==> src/rtl/tone_decoder.sv <==
// tone_decoder: counts rising edges of a square wave over a GATE_MS gate and classifies the note (C4..C5).
// Optional build macro TONE_DECODER_HYST_EN: note/led only change after two consecutive matching windows.
module tone_decoder #(
    parameter int GATE_MS = 100
) (
    input  logic        clk,
    input  logic        rst,
    input  logic [15:0] ticks_per_milli,
    input  logic        sound_in,
    output logic [15:0] freq_hz,
    output logic [3:0]  note,
    output logic        note_valid,
    output logic [7:0]  led
);
    localparam int          SCALE     = 1000 / GATE_MS;
    localparam logic [15:0] GATE_LAST = 16'(GATE_MS - 1);

    typedef enum logic [1:0] {MEASURE, CALC, PUBLISH} state_t;

    function automatic logic [15:0] sat16(input logic [31:0] v);
        return (v > 32'h0000_FFFF) ? 16'hFFFF : v[15:0];
    endfunction

    function automatic logic [3:0] classify(input logic [15:0] f);
        if (f < 16'd247)      return 4'd15;
        else if (f <= 16'd277) return 4'd0;
        else if (f <= 16'd311) return 4'd1;
        else if (f <= 16'd339) return 4'd2;
        else if (f <= 16'd370) return 4'd3;
        else if (f <= 16'd415) return 4'd4;
        else if (f <= 16'd466) return 4'd5;
        else if (f <= 16'd508) return 4'd6;
        else if (f <= 16'd540) return 4'd7;
        else                   return 4'd15;
    endfunction

    function automatic logic [7:0] seg(input logic [3:0] n);
        case (n)
            4'd0:    return 8'h39;
            4'd1:    return 8'h5E;
            4'd2:    return 8'h79;
            4'd3:    return 8'h71;
            4'd4:    return 8'h3D;
            4'd5:    return 8'h77;
            4'd6:    return 8'h7C;
            4'd7:    return 8'hB9;
            default: return 8'h40;
        endcase
    endfunction

    logic        sync1_q, sync2_q, dly_q;
    logic [15:0] ms_cnt_q, ms_cnt_d;
    logic [15:0] gate_cnt_q, gate_cnt_d;
    logic [15:0] edge_cnt_q, edge_cnt_d;
    logic [15:0] win_cnt_q, win_cnt_d;
    logic [15:0] edge_sum;
    logic [15:0] f_d;
    logic [3:0]  cls_d;
    logic        edge_det, ms_wrap, gate_end;
    state_t      state_q;
    logic [15:0] freq_q;
    logic [3:0]  note_q;
    logic [7:0]  led_q;
    logic        valid_q;
`ifdef TONE_DECODER_HYST_EN
    logic [3:0]  prev_cls_q;
`endif

    assign edge_det = sync2_q & ~dly_q;

    // Timebase, gate and edge accumulation; the gate-end edge is folded into the captured window count.
    always_comb begin
        ms_wrap  = (ticks_per_milli != 16'd0) && (ms_cnt_q >= ticks_per_milli - 16'd1);
        gate_end = ms_wrap && (gate_cnt_q >= GATE_LAST);

        ms_cnt_d = ms_cnt_q + 16'd1;
        if ((ticks_per_milli == 16'd0) || ms_wrap)
            ms_cnt_d = 16'd0;

        gate_cnt_d = gate_cnt_q;
        if (ms_wrap)
            gate_cnt_d = gate_end ? 16'd0 : gate_cnt_q + 16'd1;

        edge_sum   = sat16({16'd0, edge_cnt_q} + {31'd0, edge_det});
        edge_cnt_d = gate_end ? 16'd0 : edge_sum;
        win_cnt_d  = gate_end ? edge_sum : win_cnt_q;

        f_d   = sat16({16'd0, win_cnt_q} * 32'(SCALE));
        cls_d = classify(f_d);
    end

    always_ff @(posedge clk) begin
        if (rst) begin
            sync1_q    <= 1'b0;
            sync2_q    <= 1'b0;
            dly_q      <= 1'b0;
            ms_cnt_q   <= 16'd0;
            gate_cnt_q <= 16'd0;
            edge_cnt_q <= 16'd0;
        end else begin
            sync1_q    <= sound_in;
            sync2_q    <= sync1_q;
            dly_q      <= sync2_q;
            ms_cnt_q   <= ms_cnt_d;
            gate_cnt_q <= gate_cnt_d;
            edge_cnt_q <= edge_cnt_d;
        end
    end

    // Window count is plain data: a stale value is never published because reset returns the FSM to MEASURE.
    always_ff @(posedge clk) begin
        win_cnt_q <= win_cnt_d;
    end

    // Outputs are registered at the end of CALC so they appear together with the PUBLISH pulse.
    always_ff @(posedge clk) begin
        if (rst) begin
            state_q    <= MEASURE;
            freq_q     <= 16'd0;
            note_q     <= 4'd15;
            led_q      <= 8'h40;
            valid_q    <= 1'b0;
`ifdef TONE_DECODER_HYST_EN
            prev_cls_q <= 4'd15;
`endif
        end else begin
            valid_q <= 1'b0;
            case (state_q)
                MEASURE: begin
                    if (gate_end)
                        state_q <= CALC;
                end
                CALC: begin
                    freq_q  <= f_d;
                    valid_q <= 1'b1;
`ifdef TONE_DECODER_HYST_EN
                    if (cls_d == prev_cls_q) begin
                        note_q <= cls_d;
                        led_q  <= seg(cls_d);
                    end
                    prev_cls_q <= cls_d;
`else
                    note_q <= cls_d;
                    led_q  <= seg(cls_d);
`endif
                    state_q <= PUBLISH;
                end
                PUBLISH: state_q <= MEASURE;
                default: state_q <= MEASURE;
            endcase
        end
    end

    assign freq_hz    = freq_q;
    assign note       = note_q;
    assign led        = led_q;
    assign note_valid = valid_q;

endmodule

==> config.mk <==
export PLATFORM = sky130hd
export DESIGN_NAME = tone_decoder
export DESIGN_NICKNAME = d
export VERILOG_FILES = /design/src/rtl/tone_decoder.sv
export SDC_FILE = /design/constraint.sdc
export NUM_CORES = 1
export LEC_CHECK = 0
export ABC_AREA = 1
export CAP_MARGIN = 20
export CORE_MARGIN = 2
export CORE_UTILIZATION = 60
export CTS_BUF_LIST = sky130_fd_sc_hd__clkbuf_8
export CTS_CLUSTER_DIAMETER = 200
export DETAILED_ROUTE_END_ITERATION = 10
export PLACE_DENSITY = 0.82
export RECOVER_POWER = 100
export SLEW_MARGIN = 20
export SYNTH_ARGS = -nofsm -noshare
export SYNTH_HDL_FRONTEND = slang
export SYNTH_SLANG_ARGS = --single-unit
==> constraint.sdc <==
create_clock -name clk -period 4.28 [get_ports clk]
set_input_delay 0.642 -clock clk [delete_from_list [all_inputs] [get_ports clk]]
set_output_delay 0.642 -clock clk [all_outputs]
set_load 0.05 [all_outputs]
==> metrics.yaml <==
clock_tree:
  cts.sinks: 98
  clock_latency_ns: 0.36
  cts_resized: 0
  cts_tree: "built"
  cts-root-buf: "clkbuf_8"
  cts_hold_buf: 0
  htreeDepth: 3
  clkTransAtPathRegs_ns: 0.11
  cts_buffers: 9
  clk_path_buf_depth: 2
  post_cts_buffers: 0
hold_path:
  min_from: "sync1_q"
  hold_class: "flop to flop"
  worstHoldPathCells: 2
  worstHoldEndpoint: "sync2_q"
timing:
  period_minus_slack_ns: 3.96
  fin_worst_skew_ns: 0.0143
  clock.fmax_mhz: 252
  rsz0062_at_grt: "no"
  hold_viol_final: 0
  layout_setup_ws_ns: 0.318
  finalSetupViolCount: 0
  worst_pin_slew_ns: 1.13
  drv_slew: 0
  period_share: 0.926
  worst_hold_slack_ns: 0.421
  slew_headroom: 0.243
  fin_tns_setup_ns: 0
global_route:
  antenna_found_initial: 0
  grt_pass1_vias: 4867
  grt_pass1_wl_um: 20100
  grt_usage: 0.220
  grt_max_degree: 28
  overflow: 0
setup_path:
  cp-end-kind: "flop"
  crit_path_top_delay_cell: "edfxtp_1"
  worstPathMaxFanout: 8
  reg2reg_slack_ns: 0.32
  reg2reg_to: "led[6]"
  setup.worst_path.class: "flop to flop"
  r2r-start: "win_cnt_q[1]"
  critPathRequiredTime_ns: 4.53
  crit_top_cell: "nand2_1"
  rr_worst_depth: 28
  arrival_ns: 4.21
  slowest_delay_ns: 0.45
  worstSetupStartpointType: "flop"
routing:
  viasPerCell: 5.25
  num_vias: 5109
  routedWlPerCell_um: 11.8
  drt_iter0_markers: 234
  drt-total-wl_um: 11500
  drt_pre_antenna_iters: 5
  drc: 0
  final_antenna_net_count: 0
placement:
  place_hpwl_um: 8850
  post_dp_cell_area_um2: 6560
  dp.cells: 957
  place_congestion: 0.939
  post-place-ws_ns: 0.108
  portBuffers: 47
floorplanning:
  io_pins: 48
  rows: 36
  core_area_um2: 9680
  die_h_um: 104
  start_util: 0.613
  dieArea_um2: 10700
  die_w_um: 104
run_status:
  status: "finished, final reports clean"
synthesis:
  synth-edff-count: 16
  syn_area_um2: 5940
  synth_nets: 858
  yosysUniqueCellTypes: 47
  ys.flop_type: "dfxtp_1"
  ys_async_sr_fraction: 0
  syn_inst: 785
  avgSynthCellArea_um2: 7.57
  ys_seq_area_frac: 0.357
  ys_warn_count: 0
  ys_ff_latch: 98
pwr:
  p_per_area_nw_per_um2: 244
  p_leak_nw: 3.25
  power_mw: 1.65
  ir_drop_uv: 193
finish:
  final_util: 0.700
  syn2layout_area_growth_pct: 14.1
  finalNetCount: 909
  final_area_um2: 6780
  antenna_cells: 0
  final-instance-count-excl-fill: 974
  drive_gt1_frac: 0.0892
job:
  drv_cap: 0
## final cells by class
class	instances	area, um2
multi-input cells	531	3220
fillers	754	2910
flip-flops and latches	98	2120
inverters	142	533
repair buffers	54	514
well taps	133	166
clock buffers	9	124
clock inverters	7	93.8
## power breakdown
part / leakage [nW] / switching, mW / internal, mW
Combinational: 2.33 / 0.0393 / 0.0330
Clock: 0.107 / 0.356 / 0.287
Sequential: 0.809 / 0.00286 / 0.937
## sequential cells by signal, indices dropped and copies added, names as in the netlist, 2 cells and up
name / count
state_q: 2
led: 8
edge_cnt_q: 16
freq_hz: 16
gate_cnt_q: 16
note: 4
win_cnt_q: 16
ms_cnt_q: 16
## metal layers
layer,share of wire,GRT usage,routed length (um)
met4,0.016,0.0820,182
met3,0.034,0.0434,392
met2,0.51,0.400,5900
met5,0,0,0
met1,0.44,0.255,5020
## cells by family after synthesis
logic type,after synthesis,share of synthesized area
flops,98,0.357
xor+xnor,34,0.0501
compound gates,96,0.0998
simple gates,346,0.276
buf+inv,157,0.102
fa+ha+maj,54,0.115
## layout by cell type (no fill, tap or decap), types with 16 or more instances in the layout
master and instances:
ha_1 53, a21oi_1 49, nand3_1 30, clkdlybuf4s50_1 17, edfxtp_1 16, dlygate4sd3_1 30, inv_1 129, xor2_1 25
nor3_1 26, dfxtp_1 82, nand2_1 164, nor2_1 57
## worst max path at each step
| stage | start | end | depth (start not counted) |
|---|---|---|---|
| finish | win_cnt_q[1] | led[6] | 28 |
| global route | win_cnt_q[1] | led[6] | 28 |
| floorplan | ticks_per_milli[1] | gate_cnt_q[3] | 19 |
| CTS | win_cnt_q[1] | led[6] | 28 |
| global placement | ticks_per_milli[0] | edge_cnt_q[11] | 22 |
| detailed placement | ticks_per_milli[2] | edge_cnt_q[8] | 20 |
## cells in the mapped netlist, drive strengths merged (4+ instances only)
cell type	instances	share of area
nand4	10	0.011
ha	53	0.11
clkbuf	10	0.0063
dfxtp	82	0.28
nand3	37	0.038
xnor2	9	0.013
nand2	180	0.12
o221ai	11	0.016
nor2	63	0.046
o21ai	15	0.013
nand3b	4	0.0051
nor3	29	0.027
nor3b	12	0.016
edfxtp	16	0.081
a21oi	54	0.051
nor4	4	0.0042
or2	4	0.0042
inv	139	0.088
buf	5	0.0057
xor2	25	0.037
## critical path: cells and delay by family, from the launching register on
kind,cells,cell delay (ns)
simple gates,21,1.93
flops,1,0.45
fa+ha+maj,4,1.20
buf+inv,3,0.27
Power figures use the tool's default switching activity.
